<file path="src/rtl/multicycle_control_unit.sv">
// Multi-cycle sequencer: steps the datapath through IF/ID/EXE/MEM/WB with
// stall-capable memory handshakes, a wait timeout and a retired-instruction counter.
module multicycle_control_unit #(
  parameter int ALUOP_W = 3,
  parameter int CNT_W   = 32,
  parameter int TIMEOUT = 15
) (
  input  logic               clk,
  input  logic               rst_n,
  input  logic [5:0]         op,
  input  logic [5:0]         fun,
  input  logic               br_cond,
  input  logic               imem_ready,
  input  logic               dmem_ready,
  output logic               imem_req,
  output logic               dmem_req,
  output logic               IRWr,
  output logic               PCWr,
  output logic               Jump,
  output logic               PCBr,
  output logic [ALUOP_W-1:0] aluOp,
  output logic [1:0]         btype,
  output logic               ALUSrcA,
  output logic               ALUSrcB,
  output logic               ExtSel,
  output logic               RegSrc,
  output logic               R_data_Src,
  output logic               MemWr,
  output logic               RegWr,
  output logic [2:0]         state,
  output logic               halted,
  output logic               bus_err,
  output logic               illegal,
  output logic [CNT_W-1:0]   instr_cnt
);
  localparam logic [2:0] S_IF = 3'd0, S_ID = 3'd1, S_EXE = 3'd2,
                         S_MEM = 3'd3, S_WB = 3'd4, S_HALT = 3'd5;
  localparam int WW = (TIMEOUT < 2) ? 1 : $clog2(TIMEOUT + 1);
  localparam logic [WW-1:0] TO_LAST = WW'((TIMEOUT > 0) ? TIMEOUT - 1 : 0);

  logic [2:0]         r_state, w_next;
  logic [WW-1:0]      r_wait;
  logic               r_bus_err;
  logic [CNT_W-1:0]   r_cnt;

  logic w_rtype, w_lw, w_sw, w_br, w_j, w_halt, w_funok, w_bad;
  logic w_waiting, w_rdy, w_to, w_retire;
  logic [ALUOP_W-1:0] w_alu;
  logic [1:0]         w_bt;
  logic               w_sa, w_sb, w_ext, w_rs, w_rds;

  // Instruction decode; w_bad covers unknown opcodes and unknown R-type functs.
  always_comb begin
    w_rtype = (op == 6'b000000);
    w_lw    = (op == 6'b100011);
    w_sw    = (op == 6'b101011);
    w_br    = (op == 6'b000100) || (op == 6'b000101) || (op == 6'b000001);
    w_j     = (op == 6'b000010);
    w_halt  = (op == 6'b111111);
    w_funok = (fun == 6'b100000) || (fun == 6'b100010) || (fun == 6'b100100) ||
              (fun == 6'b100101) || (fun == 6'b000000);
    w_alu = '0; w_bt = 2'd0; w_sa = 1'b0; w_sb = 1'b0;
    w_ext = 1'b0; w_rs = 1'b0; w_rds = 1'b0; w_bad = 1'b0;
    case (op)
      6'b000000: begin
        w_sa = (fun == 6'b000000);
        case (fun)
          6'b100010: w_alu = ALUOP_W'(1);
          6'b100100: w_alu = ALUOP_W'(2);
          6'b100101: w_alu = ALUOP_W'(3);
          6'b000000: w_alu = ALUOP_W'(4);
          default:   w_alu = ALUOP_W'(0);
        endcase
        w_bad = !w_funok;
      end
      6'b001001: begin w_ext = 1'b1; w_rs = 1'b1; w_sb = 1'b1; end
      6'b001100: begin w_alu = ALUOP_W'(2); w_rs = 1'b1; w_sb = 1'b1; end
      6'b001101: begin w_alu = ALUOP_W'(3); w_rs = 1'b1; w_sb = 1'b1; end
      6'b001010: begin w_alu = ALUOP_W'(5); w_ext = 1'b1; w_rs = 1'b1; w_sb = 1'b1; end
      6'b100011: begin w_ext = 1'b1; w_sb = 1'b1; w_rs = 1'b1; w_rds = 1'b1; end
      6'b101011: begin w_ext = 1'b1; w_sb = 1'b1; end
      6'b000100: begin w_alu = ALUOP_W'(1); w_ext = 1'b1; w_bt = 2'd1; end
      6'b000101: begin w_alu = ALUOP_W'(1); w_ext = 1'b1; w_bt = 2'd2; end
      6'b000001: begin w_alu = ALUOP_W'(1); w_ext = 1'b1; w_bt = 2'd3; end
      6'b000010, 6'b111111: ;
      default:   w_bad = 1'b1;
    endcase
  end

  // Ready in the timeout cycle wins, so w_to requires the ready to be absent.
  always_comb begin
    w_waiting = (r_state == S_IF) || (r_state == S_MEM);
    w_rdy     = (r_state == S_IF) ? imem_ready : (r_state == S_MEM) ? dmem_ready : 1'b0;
    w_to      = (TIMEOUT != 0) && w_waiting && !w_rdy && (r_wait == TO_LAST);
  end

  always_ff @(posedge clk or negedge rst_n) begin
    if (!rst_n) begin
      r_state   <= S_IF;
      r_wait    <= '0;
      r_bus_err <= 1'b0;
      r_cnt     <= '0;
    end else begin
      r_state <= w_next;
      r_wait  <= (w_waiting && !w_rdy && !w_to) ? r_wait + WW'(1) : '0;
      if (w_to)     r_bus_err <= 1'b1;
      if (w_retire) r_cnt     <= r_cnt + CNT_W'(1);
    end
  end

  always_comb begin
    w_next   = S_IF;
    w_retire = 1'b0;
    case (r_state)
      S_IF:   w_next = w_to ? S_HALT : (imem_ready ? S_ID : S_IF);
      S_ID: begin
        if (w_halt)                  begin w_next = S_HALT; w_retire = 1'b1; end
        else if (w_j || w_bad)       begin w_next = S_IF;   w_retire = 1'b1; end
        else                         w_next = S_EXE;
      end
      S_EXE: begin
        if (w_br)             begin w_next = S_IF; w_retire = 1'b1; end
        else if (w_lw || w_sw) w_next = S_MEM;
        else                   w_next = S_WB;
      end
      S_MEM: begin
        if (w_to)            w_next = S_HALT;
        else if (dmem_ready) begin
          w_next   = w_sw ? S_IF : S_WB;
          w_retire = w_sw;
        end else             w_next = S_MEM;
      end
      S_WB:   begin w_next = S_IF; w_retire = 1'b1; end
      S_HALT: w_next = S_HALT;
      default: w_next = S_IF;
    endcase
  end

  always_comb begin
    imem_req = 1'b0; dmem_req = 1'b0; IRWr = 1'b0; PCWr = 1'b0;
    Jump = 1'b0; PCBr = 1'b0; MemWr = 1'b0; RegWr = 1'b0;
    illegal = 1'b0; halted = 1'b0;
    aluOp = '0; btype = 2'd0; ALUSrcA = 1'b0; ALUSrcB = 1'b0;
    ExtSel = 1'b0; RegSrc = 1'b0; R_data_Src = 1'b0;
    if (r_state inside {S_ID, S_EXE, S_MEM, S_WB}) begin
      aluOp = w_alu; btype = w_bt; ALUSrcA = w_sa; ALUSrcB = w_sb;
      ExtSel = w_ext; RegSrc = w_rs; R_data_Src = w_rds;
    end
    case (r_state)
      S_IF:  begin imem_req = !w_to; IRWr = imem_ready; PCWr = imem_ready; end
      S_ID:  begin PCWr = w_j; Jump = w_j; illegal = w_bad; end
      S_EXE: begin PCWr = w_br && br_cond; PCBr = w_br && br_cond; end
      S_MEM: begin dmem_req = !w_to; MemWr = w_sw && !w_to; end
      S_WB:  RegWr = 1'b1;
      S_HALT: halted = 1'b1;
      default: ;
    endcase
    // Nothing may strobe the datapath or memories while reset is held.
    if (!rst_n) begin
      imem_req = 1'b0; dmem_req = 1'b0; IRWr = 1'b0; PCWr = 1'b0;
      Jump = 1'b0; PCBr = 1'b0; MemWr = 1'b0; RegWr = 1'b0; illegal = 1'b0;
    end
  end

  assign state     = r_state;
  assign bus_err   = r_bus_err;
  assign instr_cnt = r_cnt;
endmodule

</file>
<file path="config.mk">
export PLATFORM = sky130hd
export DESIGN_NAME = multicycle_control_unit
export DESIGN_NICKNAME = d
export VERILOG_FILES = /design/src/rtl/multicycle_control_unit.sv
export SDC_FILE = /design/constraint.sdc
export NUM_CORES = 1
export LEC_CHECK = 0
export BUFFER_PORTS_ARGS = -buffer_cell sky130_fd_sc_hd__buf_4
export CORE_MARGIN = 4
export CORE_UTILIZATION = 30
export DETAILED_ROUTE_END_ITERATION = 8
export HOLD_SLACK_MARGIN = 0.15
export PLACE_DENSITY_LB_ADDON = 0.05
export SLEW_MARGIN = 10
export SYNTH_ARGS = -nofsm -noshare
export SYNTH_HDL_FRONTEND = slang
export SYNTH_SLANG_ARGS = --single-unit
</file>
<file path="constraint.sdc">
create_clock -name clk -period 2.13 [get_ports clk]
set_input_delay 0 -clock clk [delete_from_list [all_inputs] [get_ports clk]]
set_output_delay 0 -clock clk [all_outputs]
set_load 0.01 [all_outputs]
</file>
Yosys cells after proc, flatten, opt, wreduce, memory -nomap -nowiden
Cells that the tools add are included.
{"block": "totals", "register_bits": 40, "out_inout_bits": 56}
{"block": "op_classes", "add_sub_neg": 2, "n_eq_ne": 21, "n_mux": 54, "n_reduce_logical": 26}
{"operator": "$eq A6 B6 Y1 const B", "n": 7}
{"operator": "$mux W1", "n": 36}
{"operator": "$add A32 B1 Y32 const B", "n": 1}
{"operator": "$pmux W3 S5", "n": 2}
{"operator": "$eq A6 B4 Y1 const B", "n": 4}
{"operator": "$mux W3", "n": 8}
{"operator": "$eq A6 B3 Y1 const B", "n": 2}
{"operator": "$logic_not A6 Y1", "n": 2}
{"operator": "$pmux W3 S4", "n": 1}
{"operator": "$reduce_or A11 Y1", "n": 1}
{"operator": "$logic_or A1 B1 Y1", "n": 9}
{"operator": "$reduce_or A7 Y1", "n": 1}
{"operator": "$eq A3 B2 Y1 const B", "n": 2}
{"operator": "$eq A3 B3 Y1 const B", "n": 2}
{"operator": "$eq A6 B1 Y1 const B", "n": 1}
{"operator": "$eq A6 B2 Y1 const B", "n": 1}
{"operator": "$pmux W2 S3", "n": 1}
{"operator": "$reduce_or A6 Y1", "n": 1}
{"operator": "$logic_and A1 B1 Y1", "n": 5}
{"operator": "$reduce_or A5 Y1", "n": 1}
{"operator": "$add A4 B1 Y4 const B", "n": 1}
{"operator": "$eq A4 B4 Y1 const B", "n": 1}
{"operator": "$mux W2", "n": 2}
{"operator": "$mux W4", "n": 1}
{"operator": "other kinds (8)", "n": 10}

Logic depth before layout (Yosys ltp)
Gate-level depths: netlist of run 1.
{"block": "logic_depth", "word_depth": 11, "mapped_depth": 8, "mapped_depth_nobuf": 8}

Worst setup path after synthesis of run 1
OpenSTA, ideal clock, no wires.
{"block": "synth_path", "path_kind": "register -> register", "from": "register r_cnt[4], in the netlist instr_cnt[4]", "to": "register r_cnt[30], in the netlist instr_cnt[30]", "arrival_ps": 1621, "setup_slack_ps": 384, "path_stages_with_launch": 7, "n_path_buf": 0, "synth_period_minus_slack_ps": 1746, "path_cell_list": "dfrtp_1 > and4_1 > and4_1 > nand4_1 > nor3b_1 > o21ai_1 > xnor2_1"}
{"block": "synth_between", "elab_chain_len": 1}
{"item": "start: declaration", "line": "44", "rtl": "logic [CNT_W-1:0] r_cnt;"}
{"item": "start signal: assignment", "line": "107", "rtl": "if (w_retire) r_cnt <= r_cnt + CNT_W'(1);"}
{"item": "$add A32 B1 Y32", "line": "107"}
Every way passes these cells.
A chain may end at the register's enable or synchronous reset.

Worst setup path in the final report of run 1
{"block": "layout_path", "from": "register r_state[1], in the netlist state[1]", "to": "output MemWr"}
{"block": "layout_between", "elab_chain_len": 10}
{"item": "start: declaration", "line": "41", "rtl": "logic [2:0] r_state, w_next;"}
{"item": "start signal: assignment", "line": "104", "rtl": "r_state <= w_next;"}
{"item": "$eq A3 B2 Y1", "line": "92, 93, 149"}
{"item": "$mux W1 (2 in series)", "line": "93", "rtl": "w_rdy = (r_state == S_IF) ? imem_ready : (r_state == S_MEM) ? dmem_ready : 1'b0;"}
{"item": "$logic_not A1 Y1", "line": "94", "rtl": "w_to = (TIMEOUT != 0) && w_waiting && !w_rdy && (r_wait == TO_LAST);"}
{"item": "$logic_and A1 B1 Y1 (2 in series)", "line": "94"}
{"item": "$logic_not A1 Y1", "line": "153", "rtl": "S_MEM: begin dmem_req = !w_to; MemWr = w_sw && !w_to; end"}
{"item": "$logic_and A1 B1 Y1", "line": "153"}
{"item": "$mux W1 (*)", "line": "149", "rtl": "case (r_state)"}
{"item": "$mux W1 (*)", "line": "159", "rtl": "if (!rst_n) begin"}
{"item": "end: declaration", "line": "28", "rtl": "output logic MemWr,"}
Mark *: on every way between the ends. The rest lies on a longest branch, timed or not.

==> results of run 1 <==
-- through the flow --
stage	std cells	hold WS, ns	setup WS (ns)	util (%)
finish	473	0.197	0.234	41.4
global route	473	0.256	0.0953	41.4
CTS	473	0.188	0.230	41.4
detailed placement	462	-0.162	0.182	39.7
global placement	462	-0.159	0.185	39.7
floorplan	288	-0.296	0.384	-
-- kinds of logic after synthesis --
family / share of synthesized area [%]
simple gates: 26.7
compound gates: 16.3
flops: 38.8
xor+xnor: 12.2
buf+inv: 3.68
fa+ha+maj: 1.45
mux: 0.824
-- worst paths after layout --
kind / slack (ns) / endpoint / start / cells past startpoint
max: 0.23 / MemWr / state[1]$_DFF_PN0_ / 5
min: 0.20 / r_wait[1]$_DFF_PN0_ / imem_ready / 5
max reg2reg: 0.29 / instr_cnt[30]$_DFFE_PN0P_ / instr_cnt[4]$_DFFE_PN0P_ / 7
min reg2reg: 0.48 / instr_cnt[31]$_DFFE_PN0P_ / instr_cnt[31]$_DFFE_PN0P_ / 1
max in group asynchronous: 1.19 / instr_cnt[1]$_DFFE_PN0P_ / rst_n / 3
min in group asynchronous: 0.36 / instr_cnt[29]$_DFFE_PN0P_ / rst_n / 3
-- report_power, final --
part	switching [W]	internal (W)	leakage, nW
clock	0.000261	0.000348	0.0552
combinational	0.000600	0.000471	0.897
sequential	0.000122	0.000848	0.543
total	0.000983	0.00167	1.50
-- worst max-delay path, delay by kind of cell, from the launching register on --
kind / cells / cell delay [ns]
buffers and inverters: 1 / 0.15
and+or+nand+nor: 3 / 0.71
AOI/OAI and AO/OA: 1 / 0.29
DFF: 1 / 0.45
-- flip-flops by register name, indices dropped and copies added, names as in the netlist --
name / flops
instr_cnt: 32
r_wait: 4
state: 3
bus_err: 1
-- layer usage --
| metal | up-vias | GRT usage (%) | share of wire, % |
|---|---|---|---|
| met5 | - | 0 | 0 |
| met4 | 0 | 2.80 | 0.57 |
| met3 | 4 | 2.56 | 4.7 |
| met2 | 64 | 23.5 | 48 |
| met1 | 1144 | 19.9 | 46 |
| li1 | 1196 | - | - |
-- Yosys cell counts, types with 2 or more instances --
| cell | number |
|---|---|
| nor4_1 | 2 |
| buf_1 | 2 |
| nand3_1 | 15 |
| nand4_1 | 3 |
| or3_1 | 3 |
| a22oi_1 | 2 |
| and2_1 | 11 |
| o211ai_1 | 8 |
| buf_2 | 3 |
| and3_1 | 8 |
| o21ai_0 | 17 |
| xor2_1 | 2 |
| o2111ai_1 | 10 |
| nor3_1 | 8 |
| dfrtp_1 | 40 |
| clkbuf_1 | 7 |
| ha_1 | 3 |
| inv_1 | 4 |
| nand2b_1 | 8 |
| o21ai_1 | 3 |
| nor2b_1 | 5 |
| nand3b_1 | 3 |
| nor2_1 | 35 |
| and4_1 | 8 |
| buf_4 | 2 |
| nand2_1 | 11 |
| a21oi_1 | 5 |
| xnor2_1 | 34 |
| a211oi_1 | 3 |
| nor3b_1 | 2 |
| o22ai_1 | 3 |
-- layout make-up --
| class | instances | area, µm² | share of cell area [%] |
|---|---|---|---|
| Timing Repair Buffer | 88 | 693 | 20.2 |
| Inverter | 4 | 15.0 | 0.437 |
| Tap cell | 105 | 131 | 3.83 |
| Clock inverter | 2 | 35.0 | 1.02 |
| Multi-Input combinational cell | 228 | 1490 | 43.3 |
| Sequential cell | 40 | 1000 | 29.1 |
| Clock buffer | 6 | 72.6 | 2.11 |
==> results.yml, run 1 <==
detailed_routing:
  post-route-drc-count: 0
  routed_wl_mm: 7.01
  vias: 2408
  via_per_inst: 5.09
  final_antenna_net_count: 0
  wl_per_cell_um: 14.8
  dr.pass1.iters: 4
  dr.first_iter.drc_count: 73
clocking:
  path_clk_slew_ns: 0.08
  cts_tree: "yes"
  cts_buffers: 5
  clk_latency_ns: 0.29
  postCtsHoldBufs: 3
  cts_num_sinks: 40
  cts_setup_buffers: 0
  root_buffer: "clkbuf_8"
  cts_resized: 0
  htree_num_levels: 2
  cts_buffer_depth: 2
logic_synthesis:
  synth_cell_types: 49
  ys_warn_count: 0
  avgSynthCellArea_um2: 8.97
  synth.area.top_cells: "dfrtp_1, xnor2_1, nor2_1, o2111ai_1, o21ai_0"
  synth_seq_cells: 40
  synth_largest_area_cell: "dfrtp_1"
  syn_nets: 308
  ys.flop_type: "dfrtp_1"
  synthArstFlopShare_pct: 100
  synth_area_um2: 2580
  yosysTopAreaCellShare_pct: 38.8
  synthCells: 288
  ys_seq_area_share_pct: 38.8
  synth_edf_count: 0
die:
  dieArea_um2: 10200
  core_um2: 8300
  die_h_um: 101
  io_pins: 73
  die_w_um: 101
  start_util_pct: 31.1
  num_rows: 33
placed_design:
  place_congestion: 0.791
  dp_hpwl_mm: 5.18
  io_buffers: 72
  dpl_cell_area_um2: 3300
layout:
  post-route-cell-area_um2: 3430
  diodes: 0
  nNetsFinal: 387
  final_common_cell: "buf_4"
  nFillCells: 847
  drive_gt1_share_pct: 25.8
  synthToLayoutAreaGrowth_pct: 33.0
  final_cell_mix: "buf_4, dfrtp_1, nor2_1"
setup_path:
  slowest_delay_ns: 0.45
  cp_max_fo: 7
  crit_path_top_delay_cell: "dfrtp_1"
  critical_path_class: "reg2out"
  start_kind: "flop"
  cp_cell_sequence: "or3_1 -> a211oi_1 -> nand2b_1 -> nor4_1 -> buf_4"
  end_kind: "primary output"
  cp_data_arrival_time_ns: 1.90
  cp.required_ns: 2.13
job:
  drv_cap: 0
global_route:
  grt_pass1_vias: 2387
  grtUsageTotal_pct: 14.4
  antenna_found_initial: 0
  grt_pass1_wl_mm: 11.9
  grt_max_degree: 36
  grt_overflow: 0
timing:
  setup_violations: 0
  tightest_slew_ns: 0.465
  finalCriticalPeriod_ns: 1.90
  slew_viol_final: 0
  rsz0062_at_grt: "no"
  fin_tns_setup_ns: 0
  period_share_pct: 89.0
  slew_headroom_pct: 69.0
  skew_ns: 0.00722
  fmax_ghz: 0.527
  final_hold_viol_count: 0
power:
  power_density_nw_per_um2: 771
  vdd_drop_max_mv: 0.324
  p_leak_nw: 1.50
  power_w: 0.00265
status:
  outcome: "completed"
hold_path:
  min_path_type: "in2reg"
Power figures use the tool's default switching activity.
==> run 2: changes to the inputs <==
Settings changed: RECOVER_POWER from default to 100.
==> run 2 against run 1 <==
  * Clock-buffer cell count did not move
  * Cell area fell by 6.7%
  * Register-to-register slack worse by 0.06 ns
  * Combinational power is 10% lower
  * Critical path type is now reg2reg
==> results.yml, run 2 (synthesis gave the netlist of run 1 again) <==
status:
  outcome: "completed"
timing:
  slew_headroom_pct: 40.2
  period_share_pct: 89.2
  fin_tns_setup_ns: 0
  setup_ws_ns: 0.230
  final_hold_viol_count: 0
  finalCriticalPeriod_ns: 1.90
  tightest_slew_ns: 0.897
  whs_ns: 0.199
  skew_ns: 0.00828
  fmax_ghz: 0.526
  rsz0062_at_grt: "no"
  slew_viol_final: 0
  setup_violations: 0
die:
  die_h_um: 101
  core_um2: 8300
  num_rows: 33
  die_w_um: 101
  io_pins: 73
  dieArea_um2: 10200
  start_util_pct: 31.1
clocking:
  htree_num_levels: 2
  cts_buffer_depth: 2
  cts_buffers: 5
  path_clk_slew_ns: 0.08
  cts_num_sinks: 40
  clk_latency_ns: 0.29
  cts_tree: "yes"
  root_buffer: "clkbuf_8"
  cts_resized: 0
setup_path:
  cp_cell_sequence: "nand2b_1 -> a311oi_1 -> buf_12 -> o2111ai_1 -> xnor2_1"
  cp.required_ns: 2.30
  start_kind: "flop"
  slowest_delay_ns: 0.51
  end_kind: "flop"
  cp_data_arrival_time_ns: 2.07
  cp_max_fo: 30
  reg2reg_depth: 5
  crit_path_top_delay_cell: "a311oi_1"
  critical_path_class: "reg2reg"
detailed_routing:
  post-route-drc-count: 0
  dr.pass1.iters: 4
  final_antenna_net_count: 0
  wl_per_cell_um: 14.8
  via_per_inst: 5.10
  routed_wl_mm: 7.02
  vias: 2411
  dr.first_iter.drc_count: 73
placed_design:
  io_buffers: 72
  placedCellCount: 462
  place_ws_ns: 0.182
  place_congestion: 0.791
  dp_hpwl_mm: 5.18
layout:
  final_common_cell: "clkbuf_1"
  largest_reg_flops: 32
  fin_cells: 473
  diodes: 0
  synthToLayoutAreaGrowth_pct: 24.1
  drive_gt1_share_pct: 10.3
  seq_area_um2: 1000
  final_cell_mix: "clkbuf_1, dfrtp_1, nor2_1"
  nFillCells: 902
  multiInputGateArea_um2: 1470
  nNetsFinal: 387
global_route:
  grt_pass1_wl_mm: 11.9
  antenna_found_initial: 0
  grt_overflow: 0
  grt_pass1_vias: 2387
  grtUsageTotal_pct: 14.4
  grt_max_degree: 36
job:
  drv_cap: 0
hold_path:
  min_delay_path_depth: 5
  min_path_type: "in2reg"
power:
  power_w: 0.00254
  p_leak_nw: 1.26
  vdd_drop_max_mv: 0.310
  power_density_nw_per_um2: 792
-- run 2: per-layer routing --
layer / vias up / part of all wire [%] / global-route usage [%]
met2: 61 / 48 / 23.5
met1: 1148 / 46 / 19.9
met3: 4 / 5.1 / 2.56
met4: 0 / 0.57 / 2.80
li1: 1198 / - / -
met5: - / 0 / 0
-- run 2: final timing paths --
check / start / slack (ns) / endpoint
max reg2reg: state[1]$_DFF_PN0_ / 0.23 / instr_cnt[18]$_DFFE_PN0P_
min reg2reg: bus_err$_DFFE_PN0P_ / 0.47 / bus_err$_DFFE_PN0P_
min in group asynchronous: rst_n / 0.74 / instr_cnt[29]$_DFFE_PN0P_
max in group asynchronous: rst_n / 0.81 / instr_cnt[8]$_DFFE_PN0P_
min: imem_ready / 0.20 / r_wait[1]$_DFF_PN0_
max: state[1]$_DFF_PN0_ / 0.23 / instr_cnt[18]$_DFFE_PN0P_
-- run 2: power breakdown --
part / switching [W] / internal (W)
clock: 0.000263 / 0.000348
sequential: 0.000118 / 0.000848
combinational: 0.000591 / 0.000372
total: 0.000971 / 0.00157
-- run 2: area by class of cell --
type | instances | share of cell area, %
inverters | 4 | 0.469
flip-flops and latches | 40 | 31.2
clock inverters | 2 | 1.09
well taps | 105 | 4.10
multi-input cells | 228 | 45.8
clock buffers | 6 | 2.26
repair buffers | 88 | 15.0
-- run 2: through the flow --
step                      area [µm²]  util (%)
after floorplan                 2580         -
after global placement          3300      39.7
after detailed placement        3300      39.7
after CTS                       3430      41.4
after global routing            3200      38.6
final                           3200      38.6
-- run 2: what timing repair did --
item,4_1_cts,5_1_grt
setup endpoints to repair,0,0
hold buffers,3,0
setup buffers,0,0
endpoints found under the hold margin,43,0
-- run 2: critical path: cells and delay by family, from the launching register on --
kind,cells,cell delay (ns)
AO/OA/AOI/OAI,2,0.67
XOR/XNOR,1,0.15
flip-flops,1,0.45
AND/OR/NAND/NOR,1,0.26
buffers and inverters,1,0.24
==> run 3: changes to the inputs <==
Settings changed: GPL_TIMING_DRIVEN from default to 0.
==> run 3 against run 2 <==
  * Non-clock buffer count rose by 1
  * Clock skew barely moved
  * Highest routed layer unchanged
  * Critical endpoint unchanged
  * Via count shrank 0.83%
  * Combinational power is 2% lower
  * Die area unchanged
  * Largest cell class unchanged
==> results.yml, run 3 (synthesis gave the netlist of run 1 again) <==
status:
  outcome: "completed"
timing:
  fmax_ghz: 0.508
  setup_violations: 0
  slew_headroom_pct: 62.9
  finalCriticalPeriod_ns: 1.97
  slew_viol_final: 0
  rsz0062_at_grt: "no"
  setup_ws_ns: 0.161
  period_share_pct: 92.5
  final_hold_viol_count: 0
  skew_ns: 0.00791
  tightest_slew_ns: 0.556
clocking:
  cts_num_sinks: 40
  cts_tree: "yes"
  root_buffer: "clkbuf_8"
  cts_buffer_depth: 2
  htree_num_levels: 2
  cts_buffers: 5
  clk_latency_ns: 0.29
  path_clk_slew_ns: 0.07
die:
  num_rows: 33
  die_w_um: 101
  start_util_pct: 31.1
  dieArea_um2: 10200
  die_h_um: 101
  io_pins: 73
  core_um2: 8300
detailed_routing:
  post-route-drc-count: 0
  final_antenna_net_count: 0
  vias: 2391
  via_per_inst: 5.05
  dr.pass1.iters: 4
  wl_per_cell_um: 15.1
  dr.first_iter.drc_count: 50
  routed_wl_mm: 7.14
layout:
  largest_reg_flops: 32
  final_common_cell: "clkbuf_1"
  synthToLayoutAreaGrowth_pct: 22.6
  drive_gt1_share_pct: 12.2
  fin_cells: 473
  diodes: 0
  nNetsFinal: 388
  final_cell_mix: "clkbuf_1, dfrtp_1, nor2_1"
global_route:
  use_met2_pct: 23.9
  grt_overflow: 0
  grt_max_degree: 45
  grt_util_met3_pct: 3.32
  antenna_found_initial: 0
  grt_pass1_vias: 2428
  top_usage_layer: "met2"
  grt_pass1_wl_mm: 12.1
  use_met1_pct: 19.6
  grtUsageTotal_pct: 14.6
setup_path:
  r2r_slack_ns: 0.16
  crit_path_top_delay_cell: "dfrtp_1"
  slowest_delay_ns: 0.44
  cp_common_cell: "clkbuf_2"
  cp_cell_sequence: "clkbuf_2 -> nor2_1 -> a22o_1 -> clkbuf_2 -> o2111ai_1 -> xnor2_1"
  reg2reg_from: "state[0]$_DFF_PN0_"
  cp_max_fo: 10
  endpoint: "instr_cnt[18]$_DFFE_PN0P_"
  cp.required_ns: 2.30
  cp_data_arrival_time_ns: 2.14
  end_kind: "flop"
  critical_path_class: "reg2reg"
  start_kind: "flop"
  reg2reg_depth: 6
  rr_endpoint: "instr_cnt[18]$_DFFE_PN0P_"
  startpoint: "state[0]$_DFF_PN0_"
power:
  vdd_drop_max_mv: 0.307
  p_leak_nw: 1.25
  power_w: 0.00240
  power_density_nw_per_um2: 757
placed_design:
  place_congestion: 0.805
  io_buffers: 71
  placedCellCount: 464
  dp_hpwl_mm: 5.29
  place_ws_ns: 0.00613
job:
  drv_cap: 0
hold_path:
  min_path_type: "in2reg"
[run 3: cell count changes in the layout (fill, tap and decap cells not counted), moves of 2 or more]
cell      before  now
clkbuf_2       1    7
buf_4         26   22
buf_2          0    3
clkbuf_1      57   54
buf_12         2    0
o21ai_0       20   18
o21ai_1        0    2
[run 3: worst min-delay path by stage]
stage,startpoint,endpoint,slack [ns],cells past startpoint
finish,imem_ready,r_wait[1]$_DFF_PN0_,0.23,5
global route,imem_ready,state[0]$_DFF_PN0_,0.26,4
CTS,imem_ready,r_wait[1]$_DFF_PN0_,0.22,5
detailed placement,rst_n,instr_cnt[28]$_DFFE_PN0P_,0.04,1
global placement,rst_n,instr_cnt[28]$_DFFE_PN0P_,0.04,1
floorplan,rst_n,bus_err$_DFFE_PN0P_,-0.30,0
[run 3: layout make-up]
class | count | area (µm²)
buffer | 15 | 80.1
clock buffer | 5 | 68.8
clock inverter | 2 | 12.5
fill | 911 | 5130
inverter | 4 | 15.0
multi-input combinational | 228 | 1490
sequential | 40 | 1000
tap | 105 | 131
timing repair buffer | 74 | 369
[run 3: metal layers]
layer	share of wire [%]	wire length, µm
met3	4.2	299
met2	47	3330
met1	49	3470
met5	0	0
met4	0.56	40
[run 3: critical path: cells and delay by family (launching register included)]
| kind | cells | cell delay [ns] |
|---|---|---|
| XOR/XNOR | 1 | 0.15 |
| flip-flops | 1 | 0.44 |
| buffers and inverters | 2 | 0.49 |
| AO/OA/AOI/OAI | 2 | 0.44 |
| AND/OR/NAND/NOR | 1 | 0.32 |
[run 3: report_power, final]
part / switching (W) / internal [W] / total [W]
Clock: 0.000266 / 0.000222 / 0.000488
Sequential: 0.000117 / 0.000848 / 0.000965
Combinational: 0.000604 / 0.000341 / 0.000945
[run 3: timing repair]
action,in CTS,in global routing
buffers inserted,0,1
pin swaps,0,1
setup endpoints to repair,10,31
hold buffers,2,0
gates resized for setup,2,8
hold endpoints to repair,43,0
[run 3: per-stage QoR]
step | hold WS, ns | instance area (µm²) | util [%] | TNS [ns]
finish | 0.230 | 3170 | 38.1 | 0
global route | 0.260 | 3170 | 38.1 | 0
CTS | 0.219 | 3350 | 40.4 | -0.00908
detailed placement | 0.0400 | 3250 | 39.1 | 0
global placement | 0.0386 | 3250 | 39.1 | -0.0615
floorplan | -0.296 | 2580 | - | 0
